**config.mk**
```make
export PLATFORM = sky130hd
export DESIGN_NAME = disp_page_sched
export DESIGN_NICKNAME = d
export VERILOG_FILES = /design/src/rtl/disp_sched_pkg.sv /design/src/rtl/rr_next_sel.sv /design/src/rtl/disp_page_sched.sv
export SDC_FILE = /design/constraint.sdc
export NUM_CORES = 1
export LEC_CHECK = 0
export CORE_MARGIN = 8
export CORE_UTILIZATION = 40
export CTS_CLUSTER_DIAMETER = 150
export DETAILED_ROUTE_END_ITERATION = 8
export GPL_ROUTABILITY_DRIVEN = 0
export PLACE_DENSITY_LB_ADDON = 0.3
export SYNTH_ARGS = -nofsm -noshare
export SYNTH_HDL_FRONTEND = slang
export SYNTH_SLANG_ARGS = --single-unit
```
**constraint.sdc**
```tcl
create_clock -name clk -period 2.8 [get_ports clk]
set_input_delay 0.42 -clock clk [delete_from_list [all_inputs] [get_ports clk]]
set_output_delay 0.42 -clock clk [all_outputs]
set_load 0.005 [all_outputs]
```
**src/rtl/disp_sched_pkg.sv**
```systemverilog
// Shared types and constants for the display page scheduler.
package disp_sched_pkg;

  localparam int CH_MAX = 4;
  localparam int PAGE_W = $clog2(CH_MAX);

  typedef logic [15:0] hex_word_t;

  typedef enum logic [1:0] {
    ST_IDLE  = 2'd0,
    ST_SHOW  = 2'd1,
    ST_BLANK = 2'd2
  } state_t;

endpackage

```
**src/rtl/rr_next_sel.sv**
```systemverilog
// Combinational round-robin search for the next valid channel after (or at) start.
module rr_next_sel
  import disp_sched_pkg::*;
#(
  parameter int NUM_CH = CH_MAX
) (
  input  logic [NUM_CH-1:0] valid,
  input  logic [PAGE_W-1:0] start,
  input  logic              incl_start,
  output logic [PAGE_W-1:0] sel,
  output logic              found
);

  logic [PAGE_W-1:0] idx_v;
  logic              hit_v;

  // Offsets 1..NUM_CH reach start last; with incl_start the scan is 0..NUM_CH-1 instead.
  always_comb begin
    sel   = start;
    found = 1'b0;
    idx_v = start;
    hit_v = 1'b0;
    for (int k = 0; k <= NUM_CH; k++) begin
      idx_v = PAGE_W'((int'(start) + k) % NUM_CH);
      hit_v = !found && (incl_start ? (k < NUM_CH) : (k > 0)) && valid[idx_v];
      sel   = hit_v ? idx_v : sel;
      found = found | hit_v;
    end
  end

endmodule

```
**src/rtl/disp_page_sched.sv**
```systemverilog
// Rotates display pages across requesting channels with a dwell timer.
// Optional inter-page blank gap enabled by DISP_PAGE_SCHED_BLANK_EN.
module disp_page_sched
  import disp_sched_pkg::*;
#(
  parameter int NUM_CH      = 4,
  parameter int DWELL_CNT   = 50_000_000,
  parameter int DWELL_WIDTH = 26,
  parameter int BLANK_CNT   = 5_000_000
) (
  input  logic                   clk,
  input  logic                   reset,
  input  logic [NUM_CH-1:0]      ch_valid,
  input  hex_word_t [NUM_CH-1:0] ch_data,
  input  logic                   next_tick,
  input  logic                   hold,
  output logic [3:0]             hex0,
  output logic [3:0]             hex1,
  output logic [3:0]             hex2,
  output logic [3:0]             hex3,
  output logic                   blank,
  output logic [PAGE_W-1:0]      page,
  output logic                   page_tick
);

  state_t                 state_r;
  logic [PAGE_W-1:0]      page_r;
  logic [DWELL_WIDTH-1:0] dwell_r;
  hex_word_t              hex_r;
  logic                   blank_r;
  logic                   page_tick_r;

  logic [PAGE_W-1:0]      rr_sel_s;
  logic                   rr_found_s;
  logic                   expire_s;
  logic                   advance_s;

`ifdef DISP_PAGE_SCHED_BLANK_EN
  localparam int BLANK_W = (BLANK_CNT > 1) ? $clog2(BLANK_CNT) : 1;
  logic [BLANK_W-1:0]     blank_cnt_r;
`else
  logic                   unused_cfg_s;
  assign unused_cfg_s = ^32'(BLANK_CNT);
`endif

  // From IDLE the current page itself may be picked; on advance the search starts after it.
  rr_next_sel #(.NUM_CH(NUM_CH)) u_rr_next_sel (
    .valid      (ch_valid),
    .start      (page_r),
    .incl_start (state_r == ST_IDLE),
    .sel        (rr_sel_s),
    .found      (rr_found_s)
  );

  assign expire_s  = (state_r == ST_SHOW) && !hold && (dwell_r == DWELL_WIDTH'(DWELL_CNT - 1));
  assign advance_s = (state_r == ST_SHOW) && (expire_s || next_tick || !ch_valid[page_r]);

  // Scheduler FSM with dwell timer and registered display outputs.
  always_ff @(posedge clk or negedge reset) begin
    if (!reset) begin
      state_r     <= ST_IDLE;
      page_r      <= '0;
      dwell_r     <= '0;
      hex_r       <= 16'h0000;
      blank_r     <= 1'b1;
      page_tick_r <= 1'b0;
`ifdef DISP_PAGE_SCHED_BLANK_EN
      blank_cnt_r <= '0;
`endif
    end else begin
      page_tick_r <= 1'b0;
      case (state_r)
        ST_IDLE: begin
          if (rr_found_s) begin
            state_r     <= ST_SHOW;
            page_r      <= rr_sel_s;
            page_tick_r <= (rr_sel_s != page_r);
            dwell_r     <= '0;
            blank_r     <= 1'b0;
            hex_r       <= ch_data[rr_sel_s];
          end else begin
            blank_r <= 1'b1;
            hex_r   <= 16'h0000;
          end
        end
        ST_SHOW: begin
          if (!advance_s) begin
            hex_r   <= ch_data[page_r];
            dwell_r <= hold ? dwell_r : dwell_r + DWELL_WIDTH'(1);
          end else if (!rr_found_s) begin
            state_r <= ST_IDLE;
            dwell_r <= '0;
            blank_r <= 1'b1;
            hex_r   <= 16'h0000;
          end else if (rr_sel_s == page_r) begin
            dwell_r <= '0;
            hex_r   <= ch_data[page_r];
          end else begin
            page_r      <= rr_sel_s;
            page_tick_r <= 1'b1;
            dwell_r     <= '0;
`ifdef DISP_PAGE_SCHED_BLANK_EN
            state_r     <= ST_BLANK;
            blank_r     <= 1'b1;
            blank_cnt_r <= '0;
`else
            hex_r       <= ch_data[rr_sel_s];
`endif
          end
        end
`ifdef DISP_PAGE_SCHED_BLANK_EN
        ST_BLANK: begin
          if (blank_cnt_r != BLANK_W'(BLANK_CNT - 1)) begin
            blank_cnt_r <= blank_cnt_r + BLANK_W'(1);
          end else if (|ch_valid) begin
            state_r <= ST_SHOW;
            dwell_r <= '0;
            blank_r <= 1'b0;
            hex_r   <= ch_data[page_r];
          end else begin
            state_r <= ST_IDLE;
            hex_r   <= 16'h0000;
          end
        end
`endif
        default: begin
          state_r <= ST_IDLE;
          dwell_r <= '0;
          blank_r <= 1'b1;
          hex_r   <= 16'h0000;
        end
      endcase
    end
  end

  assign hex0      = hex_r[3:0];
  assign hex1      = hex_r[7:4];
  assign hex2      = hex_r[11:8];
  assign hex3      = hex_r[15:12];
  assign blank     = blank_r;
  assign page      = page_r;
  assign page_tick = page_tick_r;

endmodule

```
Word level (Yosys, flattened, before mapping). Index checks and enable logic that the tools add are counted.

Word-level logic and storage cells: 101. Register bits: 48. Output and inout bits: 20. Bits of input ports: 72.

Mux-type cells: 47. $lt $le $gt $ge: 6. Reductions and logical operators: 23. Add/subtract/negate cells: 5. Bitwise logic cells: 4. Equal/unequal tests: 10.

Operator list (count): $mux 16 (6); $mux 26 (3); $bmux 16 s2 (2); $pmux 26 s2 (1); $pmux 16 s2 (1); $add 26x1->26 const B (1); $eq 26x26->1 const B (1); $mux 2 (11); $lt 2x3->1 const B (6); $mux 1 (14); $bmux 1 s2 (5); $ne 2x2->1 const B (5); $logic_and 1x1->1 (9); $pmux 2 s2 (2); $logic_not 1->1 (6); $reduce_and 5->1 (1); $add 2x1->2 const B (2); $add 2x2->2 const B (2); $or 1x1->1 (4); $pmux 1 s2 (2); $reduce_and 2->1 (2); $ne 3x3->1 const B (1); $reduce_and 3->1 (1); $eq 2x1->1 const B (1); other kinds (5) (6).

Longest topological paths before layout.
Depth in word-level cells: 22. Gate-level depth with buffers: 8. Mapped depth without buffers: 7.

By module. From an unflattened synthesis, not the netlist that was laid out.

Cell total of the unflattened synthesis: 334. Area total of the unflattened synthesis: 3547.2 µm².

By module, submodules not included: disp_page_sched (times used 1, cells each 295, seq. area each 1177.4 µm², area an instance 3258.1 µm²); rr_next_sel (times used 1, cells each 39, seq. area each 0.0 µm², area an instance 289.0 µm²).

Least setup slack after synthesis. OpenSTA, ideal clock, no wires.

Path kind: in2reg. From: in ch_valid[2]. To: reg hex_r[1]. Buffers on the path: 2. Data arrival time: 1.995 ns. Path slack: 0.673 ns. Setup time: 0.132 ns. Data required time: 2.668 ns. Cell stages on the path: 8. Cells stage by stage: buf_2 > mux2i_1 > o22ai_4 > or3_4 > nand2_4 > buf_4 > mux2i_1 > o221ai_2.

Cells in the longest elaborated chain, start to end: 22. Elaborated cells between the ends (all ways): 39. Classes of those cells: eq/ne: 1; mux: 21; bitwise: 4; reduce/logical: 13.

RTL lines: from (decl) (RTL line disp_page_sched.sv:13) `input logic [NUM_CH-1:0] ch_valid,`; $bmux 1 s2 (RTL line rr_next_sel.sv:25, disp_page_sched.sv:56); $mux 1 (not written as such) (RTL line rr_next_sel.sv:25, disp_page_sched.sv:56); $logic_and 1x1->1 (RTL line rr_next_sel.sv:25) `hit_v = !found && (incl_start ? (k < NUM_CH) : (k > 0)) && valid[idx_v];`; $logic_not 1->1 (RTL line rr_next_sel.sv:25); $logic_and 1x1->1 (RTL line rr_next_sel.sv:25); $or 1x1->1 (RTL line rr_next_sel.sv:27) `found = found | hit_v;`; $logic_not 1->1 (RTL line rr_next_sel.sv:25); $logic_and 1x1->1 (RTL line rr_next_sel.sv:25); [5 not listed]; $logic_and 1x1->1 (2 in a row) (RTL line rr_next_sel.sv:25); $mux 2 (RTL line rr_next_sel.sv:26) `sel = hit_v ? idx_v : sel;`; $bmux 16 s2 (RTL line disp_page_sched.sv:80, disp_page_sched.sv:107); $mux 16 (not written as such) (RTL line disp_page_sched.sv:80, disp_page_sched.sv:107); $mux 16 (RTL line disp_page_sched.sv:95) `end else if (rr_sel_s == page_r) begin`; $mux 16 (RTL line disp_page_sched.sv:90) `end else if (!rr_found_s) begin`; $mux 16 (RTL line disp_page_sched.sv:87) `if (!advance_s) begin`; $pmux 16 s2 (*) (RTL line disp_page_sched.sv:72) `case (state_r)`; to (signal assigned) (RTL line disp_page_sched.sv:80) `hex_r <= ch_data[rr_sel_s];`; to (signal assigned) (RTL line disp_page_sched.sv:88) `hex_r <= ch_data[page_r];`; to (signal assigned) (RTL line disp_page_sched.sv:97) `hex_r <= ch_data[page_r];`; to (decl) (RTL line disp_page_sched.sv:29) `hex_word_t hex_r;`.

Every way passes the cells marked *; elsewhere a longest branch is shown, timed or not. The select of a mux whose other input is x is not followed. A chain may end at the register's enable or synchronous reset.

Final worst setup path.
From: in ch_valid[2]. To: reg dwell_r[12].

Cells in the longest elaborated chain, start to end: 18. Elaborated cells between the ends (all ways): 32. Classes of those cells: eq/ne: 2; mux: 12; bitwise: 4; reduce/logical: 14.

RTL lines: $bmux 1 s2 (RTL line rr_next_sel.sv:25, disp_page_sched.sv:56); $mux 1 (not written as such) (RTL line rr_next_sel.sv:25, disp_page_sched.sv:56); $logic_and 1x1->1 (RTL line rr_next_sel.sv:25); $logic_not 1->1 (RTL line rr_next_sel.sv:25); $logic_and 1x1->1 (RTL line rr_next_sel.sv:25); $or 1x1->1 (RTL line rr_next_sel.sv:27); $logic_not 1->1 (RTL line rr_next_sel.sv:25); $logic_and 1x1->1 (RTL line rr_next_sel.sv:25); $or 1x1->1 (RTL line rr_next_sel.sv:27); $logic_not 1->1 (RTL line rr_next_sel.sv:25); $logic_and 1x1->1 (RTL line rr_next_sel.sv:25); $or 1x1->1 (RTL line rr_next_sel.sv:27); $logic_not 1->1 (RTL line rr_next_sel.sv:25); $logic_and 1x1->1 (2 in a row) (RTL line rr_next_sel.sv:25); $or 1x1->1 (RTL line rr_next_sel.sv:27); $ne 2x2->1 (no source line); $reduce_and 2->1 (no source line); to (signal assigned) (RTL line disp_page_sched.sv:89) `dwell_r <= hold ? dwell_r : dwell_r + DWELL_WIDTH'(1);`; to (decl) (RTL line disp_page_sched.sv:28) `logic [DWELL_WIDTH-1:0] dwell_r;`.

Parallel ways exist; a longest one is shown, timed or not. The select of a mux whose other input is x is not followed.

==> results.cfg <==
[worst_setup_path]
critPathCaptureType = flip-flop
critPathMaxStageDelay_ns = 0.85
worst-path-max-fanout = 17
reg2reg_depth = 7
cp_slowest_cell = nor3b_2
cp.required_ns = 2.97
crit_chain = clkdlybuf4s50_1 > mux4_2 > nand2_1 > nor3b_2 > nor4_1 > xnor2_1 > nor2_1
crit_arrival_ns = 2.65
r2r-start = page[1]
cp-start-kind = input pin
reg2reg_setup_slack_ns = 0.34
regToRegEndpoint = dwell_r[12]
path_class = input pin to flip-flop

[synth]
yosysTopAreaCellShare_pct = 32.9
synth_edf_count = 0
synth_cells = 331
yosysSeqAreaShare_pct = 33.6
ys_ff_latch = 47
synth_ff_type = dfrtp_1
synth_area_um2 = 3500
syn_avg_cell_area_um2 = 10.6
synth_nets = 404
synth_cell_type_count = 60
netlist_top_cells_count = 46 x dfrtp_1, 34 x mux2i_1, 34 x nand2_1, 30 x nor2_1, 18 x xnor2_1
yosysWarningCount = 0
yosysMostFrequentCell = dfrtp_1
synthTopCellsByArea = dfrtp_1 33%, mux4_2 11%, mux2i_1 9.7%
ys_async_sr_fraction_pct = 100
synth.largest_area_cell = dfrtp_1

[sta]
finalMaxSlewViolations = 0
slew_headroom_pct = 29.8
fin_worst_skew_ns = 0.00654
worstMarginPinSlew_ns = 1.05
setup_viol = 0
rsz0062_at_grt = no
whs_ns = 0.312
period_share_pct = 88.5
hold_viol_final = 0
period_needed_ns = 2.48
fmax_mhz = 403
finalSetupTns_ns = 0

[clock_network]
cts_tree = done
cts_hold_buf = 0
cts_setup_buffers = 0
clk_pin_slew_ns = 0.08
cts-buffers-inserted = 5
clkLatencyLatePin_ns = 0.30
cts_repair_resize_count = 0
numClockSinks = 47
max-clock-path-buffers = 2
h-tree-depth = 2
root_buffer = clkbuf_8

[place]
placed_area_um2 = 4560
dp_hpwl_um = 7040
place_inst = 523
port_buffers = 91

[power_and_ir_drop]
power_frac_comb_pct = 61.0
leakage_nw = 1.77
power.share.sequential_pct = 25.3
p_sw_share_pct = 36.7
power_w = 0.00362
clockPowerShare_pct = 13.7
power.density_nw_per_um2 = 776
p_switching_w = 0.00133
internal_power_w = 0.00229
peakVddDrop_uv = 430

[grt]
grt_pass1_wl_um = 15400
grt_max_degree = 48
overflow = 0
grt_antenna_before_repair = 0
track_usage_pct = 15.9
grt_pass1_vias = 3265

[hold_path]
hp-class = input pin to async pin

[finish]
diodes = 0
areaGrowthSynthToFinish_pct = 33.2
stdcell_count = 531
postLayoutCellArea_um2 = 4660
nets = 495
drive_above_1_share_pct = 16.3

[floorplan]
ios = 92
die_w_um = 110
start_util_pct = 40.8
die-area_um2 = 12000
fp.coreArea_um2 = 8590
rows = 34
dieHeight_um = 110

[detailed_routing]
drtIter0Drc = 109
antenna_left = 0
vias_per_cell = 5.68
wire_per_inst_um = 17.1
firstDrtPassIters = 6
drc = 0
totalWireLength_um = 9060
routed-via-count = 3014

[run_status]
status = finished clean

[job]
drv_cap = 0
==> worst max-delay path, delay by kind of cell <==
family / cells / cell delay (ns)
and+or+nand+nor: 4 / 1.15
buffers and inverters: 1 / 0.59
muxes: 1 / 0.27
xor gates and xnor gates: 1 / 0.21
==> layout by cell type, fill, tap and decap left out, drive strengths merged, types with 7 or more instances in the layout <==
cell and count:
clkbuf 7, buf 16, mux2i 35, nand4 10, dfrtp 46, nand3 12, clkdlybuf4s50 90, xnor2 18
nor2 33, nor3 13, nor4 9, mux4 17, o221ai 16, nand2 36
==> flip-flops by register name, summed over array words and instances, names as in the netlist <==
signal and cells:
page_tick 1, page 2, blank 1, state_r 1
hex_r 16, dwell_r 26
==> cell families after synthesis <==
family,synth area share [%]
AO/OA/AOI/OAI,12.6
XOR/XNOR,6.00
adder cells (fa/ha/maj),0.357
buffers and inverters,4.11
flip-flops,33.6
multiplexers,21.3
AND/OR/NAND/NOR,22.0
==> cell type report <==
cell class,count,area [um2]
inverters,2,7.51
well taps,108,135
repair buffers,106,1060
clock buffers,7,76.3
fillers,779,3930
flip-flops and latches,47,1180
multi-input cells,260,2180
clock inverters,1,30.0
==> power groups by stage <==
stage,sequential [W],combinational [W],clock [W]
after global placement,0.000925,0.00221,0
after CTS,0.000919,0.00225,0.000506
after detailed placement,0.000928,0.00224,0
after floorplan,0.000913,0.00155,0
final,0.000914,0.00221,0.000496
after global routing,0.000934,0.00239,0.000531
==> per-layer routing <==
metal | up-vias | share of wire (%) | global-route usage [%]
met5 | - | 0 | 0
met4 | 0 | 1.4 | 4.73
met3 | 17 | 8.8 | 6.92
met2 | 108 | 48 | 26.1
met1 | 1462 | 42 | 18.3
li1 | 1427 | - | -
==> per-stage QoR <==
step           util (%)  setup WS [ns]
6_report           54.3          0.321
5_1_grt            54.3          0.128
4_1_cts            54.3          0.324
3_5_place_dp       53.0       -0.00345
3_3_place_gp       53.0         0.0504
2_1_floorplan         -          0.673
==> worst max-delay path by stage <==
| stage | start | end | slack, ns |
|---|---|---|---|
| after global routing | page[1] | dwell_r[11] | 0.13 |
| final | ch_valid[2] | dwell_r[12] | 0.32 |
| after detailed placement | ch_valid[2] | dwell_r[12] | -0.003 |
| after CTS | ch_valid[2] | dwell_r[12] | 0.32 |
| after floorplan | ch_valid[2] | hex_r[1] | 0.67 |
| after global placement | ch_valid[2] | dwell_r[16] | 0.05 |
Power figures use the tool's default switching activity.
